$ cat config.mk
export PLATFORM = sky130hd
export DESIGN_NAME = ip_ycbcr2rgb_flat
export DESIGN_NICKNAME = d
export VERILOG_FILES = /design/src/rtl/ip_ycbcr2rgb_if.sv /design/src/rtl/ip_ycbcr2rgb.sv /design/src/flat_wrapper.sv
export SDC_FILE = /design/constraint.sdc
export NUM_CORES = 1
export LEC_CHECK = 0
export CORE_ASPECT_RATIO = 0.9
export CORE_MARGIN = 2
export CORE_UTILIZATION = 47
export DETAILED_ROUTE_END_ITERATION = 10
export DONT_BUFFER_PORTS = 1
export SLEW_MARGIN = 0
export SYNTH_ARGS = -nofsm -noshare
export SYNTH_HDL_FRONTEND = slang
export SYNTH_SLANG_ARGS = --single-unit
export TNS_END_PERCENT = 50
$ cat constraint.sdc
create_clock -name clk -period 5.5 [get_ports clk]
set_input_delay 1.1 -clock clk [delete_from_list [all_inputs] [get_ports clk]]
set_output_delay 1.1 -clock clk [all_outputs]
set_load 0.1 [all_outputs]
$ cat src/rtl/ip_ycbcr2rgb_if.sv
// Pixel stream bundle for the YCbCr-to-RGB converter: chroma/luma in with line
// strobes, clipped RGB out with delay-matched strobes.
interface ip_ycbcr2rgb_if #(
    parameter int CIW = 12,
    parameter int COW = 8
);
    logic [CIW-1:0] i_data_y;
    logic [CIW:0]   i_data_cb;
    logic [CIW:0]   i_data_cr;
    logic           i_hstr;
    logic           i_href;
    logic           i_hend;
    logic [COW-1:0] o_data_r;
    logic [COW-1:0] o_data_g;
    logic [COW-1:0] o_data_b;
    logic           o_hstr;
    logic           o_href;
    logic           o_hend;

    modport master (
        output i_data_y, i_data_cb, i_data_cr, i_hstr, i_href, i_hend,
        input  o_data_r, o_data_g, o_data_b, o_hstr, o_href, o_hend
    );

    modport slave (
        input  i_data_y, i_data_cb, i_data_cr, i_hstr, i_href, i_hend,
        output o_data_r, o_data_g, o_data_b, o_hstr, o_href, o_hend
    );
endinterface

$ cat src/rtl/ip_ycbcr2rgb.sv
// Four-stage BT.601 YCbCr-to-RGB converter with S1.12 shift-add coefficients,
// round-half-up, output clipping and delay-matched line strobes.
module ip_ycbcr2rgb #(
    parameter int CIIW      = 8,
    parameter int CIPW      = 4,
    parameter int COIW      = 8,
    parameter int COPW      = 0,
    parameter int CIW       = CIIW + CIPW,
    parameter int COW       = COIW + COPW,
    parameter bit YCBCR_POS = 1'b1
) (
    input logic               clk,
    input logic               rst_n,
    ip_ycbcr2rgb_if.slave     bus
);
    localparam int ACW   = CIW + 16;
    localparam int SHIFT = 12 + CIPW - COPW;
    localparam logic [CIW:0]            CHROMA_OFS = (CIW + 1)'(128 << CIPW);
    localparam logic signed [ACW-1:0]   RND        = ACW'(64'd1 << (SHIFT - 1));
    localparam logic signed [ACW-1:0]   OMAX       = ACW'((64'd1 << COW) - 64'd1);

    // Offset removal happens ahead of stage 1 so a reset (zero) stage 1 is neutral chroma.
    logic [CIW:0] cb_in, cr_in;
    always_comb begin
        cb_in = bus.i_data_cb;
        cr_in = bus.i_data_cr;
        if (YCBCR_POS) begin
            cb_in = bus.i_data_cb - CHROMA_OFS;
            cr_in = bus.i_data_cr - CHROMA_OFS;
        end
    end

    logic [CIW-1:0]        y1;
    logic signed [CIW:0]   cb1, cr1;
    always_ff @(posedge clk or negedge rst_n) begin
        if (!rst_n) begin
            y1  <= '0;
            cb1 <= '0;
            cr1 <= '0;
        end else begin
            y1  <= bus.i_data_y;
            cb1 <= cb_in;
            cr1 <= cr_in;
        end
    end

    logic signed [ACW-1:0] y_x, cb_x, cr_x;
    assign y_x  = {{(ACW - CIW){1'b0}}, y1};
    assign cb_x = {{(ACW - CIW - 1){cb1[CIW]}}, cb1};
    assign cr_x = {{(ACW - CIW - 1){cr1[CIW]}}, cr1};

    // 5743 = 5696 + 47, 2925 = 2880 + 45, 7258 = 7232 + 26, 1410 kept whole.
    logic signed [ACW-1:0] y2, r_a2, r_b2, g_cb2, g_cr_a2, g_cr_b2, b_a2, b_b2;
    always_ff @(posedge clk or negedge rst_n) begin
        if (!rst_n) begin
            y2      <= '0;
            r_a2    <= '0;
            r_b2    <= '0;
            g_cb2   <= '0;
            g_cr_a2 <= '0;
            g_cr_b2 <= '0;
            b_a2    <= '0;
            b_b2    <= '0;
        end else begin
            y2      <= y_x <<< 12;
            r_a2    <= (cr_x <<< 12) + (cr_x <<< 10) + (cr_x <<< 9) + (cr_x <<< 6);
            r_b2    <= (cr_x <<< 5) + (cr_x <<< 3) + (cr_x <<< 2) + (cr_x <<< 1) + cr_x;
            g_cb2   <= (cb_x <<< 10) + (cb_x <<< 8) + (cb_x <<< 7) + (cb_x <<< 1);
            g_cr_a2 <= (cr_x <<< 11) + (cr_x <<< 9) + (cr_x <<< 8) + (cr_x <<< 6);
            g_cr_b2 <= (cr_x <<< 5) + (cr_x <<< 3) + (cr_x <<< 2) + cr_x;
            b_a2    <= (cb_x <<< 12) + (cb_x <<< 11) + (cb_x <<< 10) + (cb_x <<< 6);
            b_b2    <= (cb_x <<< 4) + (cb_x <<< 3) + (cb_x <<< 1);
        end
    end

    logic signed [ACW-1:0] r_sum, g_sum, b_sum;
    assign r_sum = y2 + r_a2 + r_b2 + RND;
    assign g_sum = y2 - g_cb2 - g_cr_a2 - g_cr_b2 + RND;
    assign b_sum = y2 + b_a2 + b_b2 + RND;

    logic signed [ACW-1:0] r3, g3, b3;
    always_ff @(posedge clk or negedge rst_n) begin
        if (!rst_n) begin
            r3 <= '0;
            g3 <= '0;
            b3 <= '0;
        end else begin
            r3 <= r_sum >>> SHIFT;
            g3 <= g_sum >>> SHIFT;
            b3 <= b_sum >>> SHIFT;
        end
    end

    function automatic logic [COW-1:0] clip(input logic signed [ACW-1:0] v);
        if (v[ACW-1])
            return '0;
        else if (v > OMAX)
            return '1;
        else
            return v[COW-1:0];
    endfunction

    logic [COW-1:0] r4, g4, b4;
    always_ff @(posedge clk or negedge rst_n) begin
        if (!rst_n) begin
            r4 <= '0;
            g4 <= '0;
            b4 <= '0;
        end else begin
            r4 <= clip(r3);
            g4 <= clip(g3);
            b4 <= clip(b3);
        end
    end

    logic [11:0] sync_sr;
    always_ff @(posedge clk or negedge rst_n) begin
        if (!rst_n)
            sync_sr <= '0;
        else
            sync_sr <= {sync_sr[8:0], bus.i_hstr, bus.i_href, bus.i_hend};
    end

    assign bus.o_data_r = r4;
    assign bus.o_data_g = g4;
    assign bus.o_data_b = b4;
    assign bus.o_hstr   = sync_sr[11];
    assign bus.o_href   = sync_sr[10];
    assign bus.o_hend   = sync_sr[9];
endmodule

$ cat src/flat_wrapper.sv
// flat-port wrapper written by rule: the top's interface ports become plain ports
module ip_ycbcr2rgb_flat 
#(
    parameter int CIIW      = 8,
    parameter int CIPW      = 4,
    parameter int COIW      = 8,
    parameter int COPW      = 0,
    parameter int CIW       = CIIW + CIPW,
    parameter int COW       = COIW + COPW,
    parameter bit YCBCR_POS = 1'b1
)
  (clk, rst_n, bus_i_data_y, bus_i_data_cb, bus_i_data_cr, bus_i_hstr, bus_i_href, bus_i_hend, bus_o_data_r, bus_o_data_g, bus_o_data_b, bus_o_hstr, bus_o_href, bus_o_hend);
  ip_ycbcr2rgb_if #(.CIW(CIW), .COW(COW)) bus_i ();
  input logic clk;
  input logic rst_n;
  input wire logic [$bits(bus_i.i_data_y)-1:0] bus_i_data_y;
  input wire logic [$bits(bus_i.i_data_cb)-1:0] bus_i_data_cb;
  input wire logic [$bits(bus_i.i_data_cr)-1:0] bus_i_data_cr;
  input wire logic [$bits(bus_i.i_hstr)-1:0] bus_i_hstr;
  input wire logic [$bits(bus_i.i_href)-1:0] bus_i_href;
  input wire logic [$bits(bus_i.i_hend)-1:0] bus_i_hend;
  output wire logic [$bits(bus_i.o_data_r)-1:0] bus_o_data_r;
  output wire logic [$bits(bus_i.o_data_g)-1:0] bus_o_data_g;
  output wire logic [$bits(bus_i.o_data_b)-1:0] bus_o_data_b;
  output wire logic [$bits(bus_i.o_hstr)-1:0] bus_o_hstr;
  output wire logic [$bits(bus_i.o_href)-1:0] bus_o_href;
  output wire logic [$bits(bus_i.o_hend)-1:0] bus_o_hend;
  assign bus_i.i_data_y = bus_i_data_y;
  assign bus_i.i_data_cb = bus_i_data_cb;
  assign bus_i.i_data_cr = bus_i_data_cr;
  assign bus_i.i_hstr = bus_i_hstr;
  assign bus_i.i_href = bus_i_href;
  assign bus_i.i_hend = bus_i_hend;
  assign bus_o_data_r = bus_i.o_data_r;
  assign bus_o_data_g = bus_i.o_data_g;
  assign bus_o_data_b = bus_i.o_data_b;
  assign bus_o_hstr = bus_i.o_hstr;
  assign bus_o_href = bus_i.o_href;
  assign bus_o_hend = bus_i.o_hend;
  ip_ycbcr2rgb #(.CIIW(CIIW), .CIPW(CIPW), .COIW(COIW), .COPW(COPW), .CIW(CIW), .COW(COW), .YCBCR_POS(YCBCR_POS)) u_core (.clk(clk), .rst_n(rst_n), .bus(bus_i));
endmodule
* Word level (Yosys, flattened, before mapping)
Index checks and enable logic that the tools add are counted.
** Word-level totals
- Memories :: 0
- Bits in registers :: 318
- RAM bits :: 0
- Bits in read-only memories :: 0
- Bits in latches :: 0
** Cells by class
- Bitwise logic cells :: 0
- Reduce and logical (&&, ||, !) cells :: 0
- Order comparisons :: 3
- Mux-type cells :: 6
- Equality and inequality tests :: 0
- Divide/modulo/power cells :: 0
- Shift-type cells :: 0
- Multiply operators :: 0
- Add/subtract/negate cells :: 31
** Operator list (count)
- adder 28 x 17 -> 28 bit (second input constant) :: 3
- adder 28 x 19 -> 28 bit :: 3
- adder 25 x 28 -> 28 bit :: 2
- adder 28 x 13 -> 28 bit :: 2
- adder 28 x 14 -> 28 bit :: 2
- adder 28 bit :: 2
- subtractor 28 bit :: 2
- two-way mux 8 bit :: 6
- greater-than comparator 12 x 9 -> 1 bit (second input constant) :: 3
- subtractor 25 x 28 -> 28 bit :: 1
- adder 26 x 22 -> 27 bit :: 1
- adder 26 x 23 -> 27 bit :: 1
- adder 25 x 21 -> 26 bit :: 1
- adder 25 x 23 -> 26 bit :: 1
- adder 25 x 24 -> 26 bit :: 1
- subtractor 13 x 12 -> 13 bit (second input constant) :: 2
- adder 24 x 20 -> 25 bit :: 1
- adder 24 x 22 -> 25 bit :: 1
- adder 23 x 21 -> 24 bit :: 1
- adder 19 x 15 -> 20 bit :: 1
- adder 18 x 14 -> 19 bit :: 1
- adder 18 x 16 -> 19 bit :: 1
- adder 17 x 16 -> 18 bit :: 1

* Longest topological paths before layout
Gate-level depths: netlist of the first run.
- Depth after elaboration :: 4
- Depth in mapped cells :: 22
- Gate-level depth less buffers :: 22

* Worst setup path before layout of the first run
Ideal clock, no wire load.
- Path kind :: register to register
- Start :: register u_core.cr1[3]
- End :: register u_core.r_b2[21]
- Required time :: 5.434 ns
- Period minus slack after synthesis :: 5.015 ns
- Arrival :: 4.950 ns
- Setup time :: 0.066 ns
- Slack :: 0.485 ns
- Cell stages (with the launch flop) :: 22
- Cell sequence :: dfrtp_1 > inv_1 > fa_1 > inv_1 > ha_1 > a211oi_1 > o21bai_1 > a21oi_1 > o21bai_1 > a21oi_1 > xnor2_1 > inv_1 > fa_1 > inv_1 > ha_1 > and2_1 > a22o_1 > o2111ai_1 > a311oi_1 > o21a_1 > a2111oi_4 > a31o_2
** On the way
- Longest elaborated chain between the ends :: 4
** Ends and longest elaborated chain
- start, declared :: RTL line ip_ycbcr2rgb.sv:34 : logic signed [CIW:0] cb1, cr1;
- start signal, assigned :: RTL line ip_ycbcr2rgb.sv:43 : cr1 <= cr_in;
- adder 18 x 16 -> 19 bit :: RTL line ip_ycbcr2rgb.sv:67 : r_b2 <= (cr_x <<< 5) + (cr_x <<< 3) + (cr_x <<< 2) + (cr_x <<< 1) + cr_x;
- adder 19 x 15 -> 20 bit :: RTL line ip_ycbcr2rgb.sv:67
- adder 28 x 14 -> 28 bit :: RTL line ip_ycbcr2rgb.sv:67
- adder 28 x 13 -> 28 bit (*) :: RTL line ip_ycbcr2rgb.sv:67
- end signal, assigned :: RTL line ip_ycbcr2rgb.sv:67
- end, declared :: RTL line ip_ycbcr2rgb.sv:53 : logic signed [ACW-1:0] y2, r_a2, r_b2, g_cb2, g_cr_a2, g_cr_b2, b_a2, b_b2;
Every way passes the cells marked *; elsewhere a longest branch is shown, timed or not.

* Worst setup path after layout of the first run
- Start :: register u_core.cr1[2]
- End :: register u_core.r_b2[24]
The elaborated chain is that of the path after synthesis.

==> results of run 1 <==
## sequential cells by signal (all words and copies together), names as in the netlist, 11 cells and up
name and flops:
u_core.g_cb2 23, u_core.r_a2 22, u_core.r_b2 22, u_core.b_a2 21
u_core.g_cr_a2 19, u_core.cb1 13, u_core.cr1 13, u_core.b3 12
u_core.g3 12, u_core.r3 12, u_core.sync_sr 12, u_core.y1 12
u_core.y2 12, u_core.b_b2 11
## per-layer routing
layer	wire length [µm]	part of all wire (%)
met1	18700	50
met2	16500	44
met3	1370	3.7
met4	896	2.4
met5	0	0
## cell families (layout without fill, tap and decap cells)
family | Yosys count | after routing
AO/OA/AOI/OAI | 347 | 347
flip-flops | 247 | 247
XOR/XNOR | 142 | 142
adder cells (fa/ha/maj) | 404 | 404
AND/OR/NAND/NOR | 363 | 363
buffers and inverters | 175 | 228
## synth_stat cells (all sizes together) (4+ instances only)
library cell | number | area [µm²]
a211oi | 17 | 133
nor4 | 10 | 62.6
buf | 7 | 30.0
nand2 | 50 | 188
a211o | 4 | 35.0
o21bai | 15 | 113
o2111ai | 6 | 52.6
nand4 | 7 | 43.8
nor2 | 153 | 574
o211ai | 5 | 37.5
nor3 | 34 | 175
a31o | 9 | 78.8
o31ai | 9 | 72.6
xnor2 | 99 | 867
or3 | 14 | 87.6
a311oi | 5 | 43.8
fa | 120 | 2400
o21a | 23 | 173
nor2b | 15 | 93.8
inv | 157 | 589
a21oi | 94 | 474
or2 | 5 | 31.3
a21o | 37 | 278
and2 | 12 | 75.1
a31oi | 11 | 68.8
nand3 | 29 | 145
o21ai | 67 | 339
and3 | 13 | 81.3
a2bb2oi | 4 | 35.0
o31a | 7 | 61.3
ha | 284 | 3550
nand2b | 13 | 81.3
clkbuf | 11 | 41.3
dfrtp | 247 | 6180
a2111oi | 4 | 78.8
xor2 | 43 | 377
## cell type report
class                   count  area share [%]
well taps                 490            3.10
inverters                 157            2.98
multi-input cells        1256            57.0
clock buffers              35            3.82
clock inverters            16            1.12
flip-flops and latches    247            31.2
repair buffers             20           0.758
## worst max path at each step
stage and to:
2_1_floorplan u_core.r_b2[21], 3_3_place_gp u_core.r_b2[22], 3_5_place_dp u_core.r_b2[26], 4_1_cts u_core.r_b2[26]
5_1_grt u_core.r_b2[27], 6_report u_core.r_b2[24]
## worst register-to-register path, cell delays in order, from the launching register on
cell       delay [ns]
dfrtp_1          0.37
buf_4            0.16
ha_1             0.27
ha_1             0.20
inv_1            0.07
fa_1             0.41
nor2b_1          0.16
o2111ai_1        0.16
and2_1           0.20
nor2b_1          0.14
xnor2_1          0.25
inv_1            0.09
fa_1             0.48
inv_1            0.05
ha_1             0.34
a21oi_1          0.15
o21ai_0          0.13
a22o_1           0.24
o2111ai_2        0.26
a311oi_2         0.16
o21a_2           0.26
a2111oi_4        0.27
buf_4            0.20
a31o_2           0.10
## stage by stage
step           std cells  util, %  setup WS (ns)
4_1_cts             2220     51.8         0.0548
5_1_grt             2221     51.8         0.0163
6_report            2221     51.8          0.337
2_1_floorplan       1678        -          0.485
3_3_place_gp        2169     49.2          0.173
3_5_place_dp        2169     49.2         0.0945
## timing repair
action                                  in CTS  in global routing
endpoints found under the setup margin       0                  8
setup buffers                                0                  1
hold endpoints to repair                     0                  0
gates resized for setup                      0                  5
==> results_dict.tcl, run 1 <==
set metrics [dict create \
    use_met3_pct 2.47 \
    htreeDepth 1 \
    clkTransAtPathRegs_ns 0.06 \
    r2r_slack_ns 0.34 \
    synth_edf_count 0 \
    synthesis.nets 2125 \
    nets 2157 \
    cp-startpoint "u_core.cr1[2]" \
    min_path_type "in2async" \
    synth_compound_gate_area_share_pct 13.0 \
    vias 11900 \
    rsz0062_at_grt "false" \
    synth_seq_cells 247 \
    regArea_mm2 0.00618 \
    final_common_cell "ha_1" \
    cp_top_family "compound AO/OA/AOI/OAI gates" \
    post-route-min-period_ns 5.16 \
    die_w_um 211 \
    port_buffers 0 \
    cts.sinks 247 \
    hold_slack_ns 0.235 \
    drt_wl_total_mm 37.5 \
    slowest_stage "fa_1" \
    clock_latency_ns 0.57 \
    cts_buffer_depth 3 \
    fin_skew_ns 0.00882 \
    synthMuxAreaShare_pct 0 \
    drtAntennaViolNets 0 \
    die_height_um 190 \
    overflow 0 \
    synth_top_family_by_area "adder cells" \
    dp_hpwl_mm 29.6 \
    grt_busiest_layer "met2" \
    cp.required_ns 6.01 \
    endpoint_kind "flip-flop" \
    syn_inst 1678 \
    rr_endpoint "u_core.r_b2[24]" \
    grt_pass1_wl_mm 62.9 \
    dpl_cell_area_mm2 0.0188 \
    holdBufCountCts 0 \
    rows 68 \
    r2r-start "u_core.cr1[2]" \
    setup_violations 0 \
    grt_max_degree 248 \
    max_stage_delay_ns 0.48 \
    yosys.area_share.simple_pct 9.45 \
    die-area_mm2 0.0401 \
    syn2layout_area_growth_pct 9.35 \
    crit_fanout 7 \
    cp_cell_sequence "buf_4 -> ha_1 -> ha_1 -> inv_1 -> fa_1 -> nor2b_1 -> o2111ai_1 -> and2_1 -> nor2b_1 -> xnor2_1 -> inv_1 -> fa_1 -> inv_1 -> ha_1 -> a21oi_1 -> o21ai_0 -> a22o_1 -> o2111ai_2 -> a311oi_2 -> o21a_2 -> a2111oi_4 -> buf_4 -> a31o_2" \
    drt-initial-drc-count 643 \
    drv_slew 0 \
    drive_gt1_share_pct 5.72 \
    crit_buf_inv 5 \
    ys_async_sr_fraction_pct 100 \
    syn_area_per_cell_um2 10.8 \
    io_pins 70 \
    worstSetupStartpointType "flip-flop" \
    n_fill_cell 3431 \
    antenna_found_initial 0 \
    track_usage_pct 19.7 \
    status "finished, final reports clean" \
    antenna-diode-count 0 \
    slew-limit-headroom_pct 33.3 \
    design_area_mm2 0.0198 \
    drv_cap 0 \
    tightest_slew_ns 0.990 \
    multi_input_area_mm2 0.0113 \
    numCtsBuffers 28 \
    timing.final.hold_violations 0 \
    ctsRootBufferMaster "clkbuf_16" \
    yosys_warnings 0 \
    fin_tns_setup_ns 0 \
    cp_num_cells 23 \
    initial_core_util_pct 47.4 \
    synth_xor_area_share_pct 6.87 \
    yosysUniqueCellTypes 69 \
    netlist_area_mm2 0.0181 \
    r2r_cells 23 \
    yosysSeqAreaShare_pct 34.1 \
    core_area_mm2 0.0382 \
    worstPathArrival_ns 5.67 \
    period_share_pct 93.9 \
    grtUsageMet1_pct 29.0 \
    synth-main-ff-cell "dfrtp_1" \
    grtUsageMet2_pct 30.8 \
    gp_congestion 0.889 \
    drc 0 \
    synth-adder-area-share_pct 32.9 \
    cts_tree "built" \
    mostFrequentLayoutCells "ha_1 (284), dfrtp_1 (247), inv_1 (155)" \
    grt_pass1_vias 12000 \
    viasPerCell 5.35 \
    dr.pass1.iters 5 \
    worstSetupPathType "reg2reg" \
    max_freq_mhz 194 \
    wl_per_cell_um 16.9 \
]
Power of run 1 is left out: the tool's default activity adds up to more than one toggle a clock period on the data nets, which glitch-free logic cannot reach.
==> run 2, diff against run 1 <==
CORE_UTILIZATION = 30   (was 47)
==> results_dict.tcl, run 2 (synthesis gave the netlist of run 1 again) <==
set metrics [dict create \
    final_common_cell "ha_1" \
    slew-limit-headroom_pct 38.5 \
    worstSetupPathType "reg2reg" \
    holdBufCountCts 0 \
    dpl_cell_area_mm2 0.0192 \
    timing.final.hold_violations 0 \
    cp.required_ns 5.97 \
    track_usage_pct 13.3 \
    cp_cell_sequence "inv_1 -> fa_1 -> inv_1 -> ha_1 -> a211oi_2 -> o21bai_1 -> a21oi_2 -> o21bai_1 -> a21oi_1 -> xnor2_1 -> inv_1 -> fa_1 -> inv_1 -> ha_1 -> and2_1 -> a22o_1 -> o2111ai_4 -> a311oi_2 -> o21a_2 -> a2111oi_4 -> buf_4 -> a31o_2" \
    worstSetupStartpointType "flip-flop" \
    drtAntennaViolNets 0 \
    n_fill_cell 5961 \
    die_w_um 263 \
    r2r-start "u_core.cr1[0]" \
    top_regs "u_core.g_cb2 (23), u_core.r_a2 (22), u_core.r_b2 (22)" \
    cp_top_family "compound AO/OA/AOI/OAI gates" \
    drt_wl_total_mm 40.5 \
    die_height_um 237 \
    dp_hpwl_mm 32.1 \
    largest_reg_flops 23 \
    drive_gt1_share_pct 6.59 \
    tightest_slew_ns 0.924 \
    dp.cells 2466 \
    core_area_mm2 0.0598 \
    largest_register "u_core.g_cb2" \
    multi_input_area_mm2 0.0113 \
    clock_latency_ns 0.55 \
    viasPerCell 4.76 \
    cts.sinks 247 \
    numCtsBuffers 34 \
    max_stage_delay_ns 0.58 \
    htreeDepth 2 \
    io_pins 70 \
    syn2layout_area_growth_pct 12.9 \
    period_share_pct 93.1 \
    mostFrequentLayoutCells "ha_1 (283), dfrtp_1 (247), inv_1 (155)" \
    nets 2167 \
    dp_slack_ns 0.123 \
    cts_tree "built" \
    initial_core_util_pct 30.3 \
    crit_buf_inv 5 \
    regArea_mm2 0.00618 \
    grt_pass1_vias 12600 \
    grt_max_degree 248 \
    rr_endpoint "u_core.r_b2[25]" \
    cpMostUsedCell "inv_1" \
    port_buffers 0 \
    cts_buffer_depth 3 \
    crit_fanout 7 \
    min_path_type "in2async" \
    drc 0 \
    fin_skew_ns 0.0218 \
    fin_ws_ns 0.378 \
    max_freq_mhz 195 \
    antenna_found_initial 6 \
    vias 12000 \
    r2r_slack_ns 0.38 \
    rows 85 \
    wl_per_cell_um 16.0 \
    gp_congestion 0.877 \
    post-route-min-period_ns 5.12 \
    r2r_cells 22 \
    design_area_mm2 0.0204 \
    drv_slew 0 \
    final_cells 2530 \
    setup_violations 0 \
    clkTransAtPathRegs_ns 0.06 \
    endpoint_kind "flip-flop" \
    drt-initial-drc-count 659 \
    overflow 0 \
    worstPathArrival_ns 5.60 \
    slowest_stage "fa_1" \
    dr.pass1.iters 5 \
    grt_pass1_wl_mm 66.5 \
    ctsRootBufferMaster "clkbuf_16" \
    status "finished, final reports clean" \
    die-area_mm2 0.0623 \
    drv_cap 0 \
]
==> run 2: cell count changes in the layout (fill, tap and decap cells not counted), sizes merged <==
cell and change:
clkbuf +10, buf +4, clkinv -3, diode +3
bufinv +1, inv +1
==> run 2: worst max-delay path by stage <==
stage                     slack, ns  cells past startpoint         endpoint     startpoint
after detailed placement       0.12                     22  u_core.r_b2[26]  u_core.cr1[2]
final                          0.38                     22  u_core.r_b2[25]  u_core.cr1[0]
after global routing         -0.005                     22  u_core.r_b2[26]  u_core.cr1[0]
after global placement         0.18                     21  u_core.r_b2[26]  u_core.cr1[0]
after CTS                      0.07                     21  u_core.r_b2[26]  u_core.cr1[0]
after floorplan                0.48                     21  u_core.r_b2[21]  u_core.cr1[3]
==> run 2: through the flow <==
stage | setup TNS [ns] | utilization, % | hold WS, ns
5_1_grt | -0.00991 | 34.2 | 0.237
3_5_place_dp | 0 | 32.1 | 0.335
3_3_place_gp | 0 | 32.1 | 0.332
4_1_cts | 0 | 34.1 | 0.217
6_report | 0 | 34.2 | 0.257
2_1_floorplan | 0 | - | 0.331
==> run 2: area by class of cell <==
cell class                      count  share of cell area (%)
Antenna cell                        3                  0.0367
Clock buffer                       45                    4.76
Clock inverter                     15                    1.08
Inverter                          157                    2.88
Multi-Input combinational cell   1256                    55.3
Sequential cell                   247                    30.2
Tap cell                          783                    4.79
Timing Repair Buffer               24                   0.881
==> run 2: what timing repair did <==
| item | CTS | global route |
|---|---|---|
| buffers inserted | 0 | 1 |
| resized for setup | 0 | 9 |
| endpoints found under the setup margin | 0 | 16 |
| hold endpoints to repair | 0 | 0 |
==> run 2: metal layers <==
metal  part of all wire (%)  vias to the layer above  track usage (%)
met1                     48                     5834             17.9
met2                     45                      198             21.5
li1                       -                     5938                -
met4                    3.1                        6             4.74
met5                   0.11                        -                0
met3                    3.8                       69             2.30
Power of run 2 is left out for the same reason.
==> RTL edit 1: new RTL, flow settings as in run 2 <==
`CIIW` is set to 8 in 2 places; all go to 10.
--- a/src/rtl/ip_ycbcr2rgb.sv
+++ b/src/rtl/ip_ycbcr2rgb.sv
@@ -1,7 +1,7 @@
 // Four-stage BT.601 YCbCr-to-RGB converter with S1.12 shift-add coefficients,
 // round-half-up, output clipping and delay-matched line strobes.
 module ip_ycbcr2rgb #(
-    parameter int CIIW      = 8,
+    parameter int CIIW      = 10,
     parameter int CIPW      = 4,
     parameter int COIW      = 8,
     parameter int COPW      = 0,
--- a/src/flat_wrapper.sv
+++ b/src/flat_wrapper.sv
@@ -1,7 +1,7 @@
 // flat-port wrapper written by rule: the top's interface ports become plain ports
 module ip_ycbcr2rgb_flat 
 #(
-    parameter int CIIW      = 8,
+    parameter int CIIW      = 10,
     parameter int CIPW      = 4,
     parameter int COIW      = 8,
     parameter int COPW      = 0,
Interface: changed (resized bus_i_data_cb, bus_i_data_cr and bus_i_data_y); port bits go from 70 to 76. The function was not compared with the original's and may differ.
==> RTL edit 1 against run 2 <==
  * Setup slack worse by 0.044 ns
  * Sequential cell count is 26 higher
  * Final area is 8.9% higher
  * Area after synthesis is 9.2% higher
  * Critical path depth is 2 higher
  * Hold slack better by 0.0037 ns
  * Wire length is 9.8% higher
  * Cell count is 7.7% higher
Power is left out: the tool's default activity adds up to more than one toggle a clock period on the data nets, which glitch-free logic cannot reach.
==> RTL edit 1: results (changes against run 2) <==
outcome=finished clean (unchanged); antenna violations before repair=5 (was 6); R2R cell count=24 (was 22); Resized Gates After CTS=1 (was 0); Iter 0 DRT Violations=519 (was 659); Placed Cells=2653 (was 2466); Synth Area in Adders=0.340 (was 0.329); Post-Synth XOR/XNOR Area=0.0793 (was 0.0687); flop2flop setup slack=0.33 ns (was 0.38 ns); vias per cell=4.73 (was 4.76); Min Hold Slack=0.261 ns (was 0.257 ns); DP Worst Slack=-0.0331 ns (was 0.123 ns); first-pass GRT wire length=72400 um (was 66500 um); area of the die=68000 um^2 (was 62300 um^2); Synth Area in Compound Gates=0.118 (was 0.130); met3 usage=0.0229 (was 0.0230); top cells by area in the synthesized netlist=dfrtp_1, ha_1, fa_1 (unchanged); Sequential cell area=6830 um^2 (was 6180 um^2); DRT met1 WL=20400 um (was 19300 um); Tot GR Track Use=0.135 (was 0.133); fin nets=2334 (was 2167); slew margin rel.=0.395 (was 0.385); crit path DAT=5.67 ns (was 5.60 ns); clock skew=0.0311 ns (was 0.0218 ns); Synth Instances=1780 (was 1678); met3 wire len=1940 um (was 1550 um); via count=12900 (was 12000); routability congestion estimate from global placement=0.874 (was 0.877); TritonCTS buffer count=37 (was 34); met2 wire length=20800 um (was 18400 um); vias in the first global route=13500 (was 12600); met1 Use GR=0.178 (was 0.179); DRT Wirelength=44400 um (was 40500 um); Worst-Skew Late Latency=0.57 ns (was 0.55 ns); Cell Area, Placed=21000 um^2 (was 19200 um^2); register area share after synthesis=0.346 (was 0.341); mux cell area share after synthesis=0.00101 (was 0); fill cell count=6430 (was 5961); dpl hpwl=34900 um (was 32100 um); Top Registers=u_core.g_cb2 (25), u_core.r_a2 (24), u_core.r_b2 (24) (was u_core.g_cb2 (23), u_core.r_a2 (22), u_core.r_b2 (22)); Synth cell types=66 (was 69); synth cell count leaders=ha_1, dfrtp_1, inv_1, fa_1, nor2_1 (was ha_1, dfrtp_1, inv_1, nor2_1, fa_1); met2 usage=0.222 (was 0.215)
==> RTL edit 1: cells by family after synthesis <==
family | after synthesis
muxes | 2
adders and majority gates | 454
and+or+nand+nor | 342
xor gates and xnor gates | 179
buffers and inverters | 184
AOI/OAI and AO/OA | 346
DFF | 273
==> RTL edit 1: critical path, cell delays in order, from the launching register on <==
cell,delay [ns]
dfrtp_1,0.34
inv_1,0.06
fa_1,0.54
inv_1,0.08
ha_1,0.29
a21o_1,0.21
a21oi_4,0.19
o21ai_1,0.12
a41oi_2,0.21
nor2b_1,0.11
nor2_2,0.15
xnor2_2,0.16
inv_1,0.08
fa_1,0.49
inv_1,0.05
ha_1,0.21
nor3_2,0.13
nand2b_1,0.08
a311o_1,0.35
a31o_1,0.25
and2_4,0.19
a31oi_4,0.17
o31ai_2,0.12
a211oi_4,0.36
a31o_2,0.17
==> RTL edit 1: final cells by class <==
type | instances | share of cell area
multi-input cells | 1323 | 0.553
inverters | 170 | 0.0286
diodes | 1 | 0.000112
well taps | 864 | 0.0485
repair buffers | 26 | 0.00876
clock inverters | 17 | 0.00685
clock buffers | 51 | 0.0475
flip-flops and latches | 273 | 0.307
==> RTL edit 1: worst max path at each step <==
stage / from / to / slack, ns / cells after the start
floorplan: u_core.cr1[3] / u_core.r_b2[23] / 0.37 / 24
global placement: u_core.cr1[0] / u_core.r_b2[28] / 0.14 / 24
detailed placement: u_core.cr1[2] / u_core.r_b2[25] / -0.03 / 24
CTS: u_core.cr1[2] / u_core.r_b2[25] / 0.05 / 23
global route: u_core.cr1[2] / u_core.r_b2[25] / 0.02 / 24
finish: u_core.cr1[0] / u_core.r_b2[25] / 0.33 / 24
==> RTL edit 2: new RTL, settings of run 2 <==
Made on the original files. Reset style: synchronous (`rst_n`), changed in 5 clocked blocks.
--- a/src/rtl/ip_ycbcr2rgb.sv
+++ b/src/rtl/ip_ycbcr2rgb.sv
@@ -32,7 +32,7 @@
 
     logic [CIW-1:0]        y1;
     logic signed [CIW:0]   cb1, cr1;
-    always_ff @(posedge clk or negedge rst_n) begin
+    always_ff @(posedge clk) begin
         if (!rst_n) begin
             y1  <= '0;
             cb1 <= '0;
@@ -51,7 +51,7 @@
 
     // 5743 = 5696 + 47, 2925 = 2880 + 45, 7258 = 7232 + 26, 1410 kept whole.
     logic signed [ACW-1:0] y2, r_a2, r_b2, g_cb2, g_cr_a2, g_cr_b2, b_a2, b_b2;
-    always_ff @(posedge clk or negedge rst_n) begin
+    always_ff @(posedge clk) begin
         if (!rst_n) begin
             y2      <= '0;
             r_a2    <= '0;
@@ -79,7 +79,7 @@
     assign b_sum = y2 + b_a2 + b_b2 + RND;
 
     logic signed [ACW-1:0] r3, g3, b3;
-    always_ff @(posedge clk or negedge rst_n) begin
+    always_ff @(posedge clk) begin
         if (!rst_n) begin
             r3 <= '0;
             g3 <= '0;
@@ -101,7 +101,7 @@
     endfunction
 
     logic [COW-1:0] r4, g4, b4;
-    always_ff @(posedge clk or negedge rst_n) begin
+    always_ff @(posedge clk) begin
         if (!rst_n) begin
             r4 <= '0;
             g4 <= '0;
@@ -114,7 +114,7 @@
     end
 
     logic [11:0] sync_sr;
-    always_ff @(posedge clk or negedge rst_n) begin
+    always_ff @(posedge clk) begin
         if (!rst_n)
             sync_sr <= '0;
         else
Formal check against the unedited RTL: not equivalent (a bounded check fails within 10 cycles, from zero or initial values and one cycle with rst_n low; the reset may be asserted at any time).
==> RTL edit 2 against run 2 <==
  * Area after synthesis down 1.6%
  * Via count up 3.3%
  * Utilization fell by 0.47 points
  * Final area down 3.4%
  * Setup slack improved by 0.070 ns
  * Sequential cell count stayed put
  * Wire length is 1.3% higher
==> RTL edit 2: results (changes against run 2) <==
outcome=finished clean (unchanged); crit path DAT=5.51 ns (was 5.60 ns); Cell Area, Placed=18700 um^2 (was 19200 um^2); Routed WL per cell=15.7 um (was 16.0 um); design area=19800 um^2 (was 20400 um^2); HP Class=register to register (was input pin to async pin); CTS H-tree depth=1 (was 2); R2R Path Start=u_core.cr1[3] (was u_core.cr1[0]); TritonCTS buffer count=28 (was 34); fraction of layout cells with a size suffix above 1=0.0663 (was 0.0659); top cells by area in the synthesized netlist=dfxtp_1, ha_1, fa_1 (was dfrtp_1, ha_1, fa_1); Post-synth top flop=dfxtp_1 (was dfrtp_1); bufs w/o clock=16 (was 24); signal buffers share of area=0.00671 (was 0.00881); fill cell count=5862 (was 5961); largest net degree at the start of global routing=124 (was 248); antenna violations before repair=2 (was 6); Worst-Skew Late Latency=0.58 ns (was 0.55 ns); Syn Nets=2258 (was 2125); Synth Instances=1812 (was 1678); Inverters excl. clock=144 (was 157); vias per cell=4.76 (about the same); Tot GR Track Use=0.133 (about the same); DP Worst Slack=0.321 ns (was 0.123 ns); clock-cell share of area=0.0505 (was 0.0584); Placed Cells=2562 (was 2466); Top Registers=u_core.g_cr_b2 (28), u_core.g_cb2 (23), u_core.r_b2 (22) (was u_core.g_cb2 (23), u_core.r_a2 (22), u_core.r_b2 (22)); fin nets=2264 (was 2167); asr flop ratio synth=0 (was 1.00); routability congestion estimate from global placement=0.858 (was 0.877); clock skew=0.0275 ns (was 0.0218 ns); slew margin rel.=0.324 (was 0.385); vias in the first global route=12500 (was 12600); DRT Wirelength=41000 um (was 40500 um); top cell family by delay on the critical path=adder cells (was compound AO/OA/AOI/OAI gates); dpl hpwl=32100 um (about the same); register area share after synthesis=0.277 (was 0.341)
RTL edit 2: path summary, 6_finish.rpt:
check	end	slack [ns]	cells after the start
setup / recovery	u_core.r_b2[18]	0.45	21
hold / removal	u_core.y2[13]	0.43	1
setup reg to reg	u_core.r_b2[18]	0.45	21
hold reg to reg	u_core.y2[13]	0.43	1
RTL edit 2: power breakdown:
part           internal, mW  switching [mW]  leakage (nW)
registers              2.19           0.636          2.05
logic                  2.04            2.63          6.51
clock network          1.18           0.826         0.467
RTL edit 2: routing by layer:
layer  track usage  part of all wire
met5             0                 0
met4        0.0287             0.020
met1         0.198              0.52
met3        0.0212             0.037
met2         0.200              0.42
RTL edit 2: logic make-up after synthesis:
family | after synthesis | share of synthesized area
AOI/OAI and AO/OA | 382 | 0.151
xor gates and xnor gates | 117 | 0.0575
adders and majority gates | 403 | 0.333
buffers and inverters | 184 | 0.0411
DFF | 247 | 0.277
muxes | 10 | 0.00562
and+or+nand+nor | 469 | 0.134
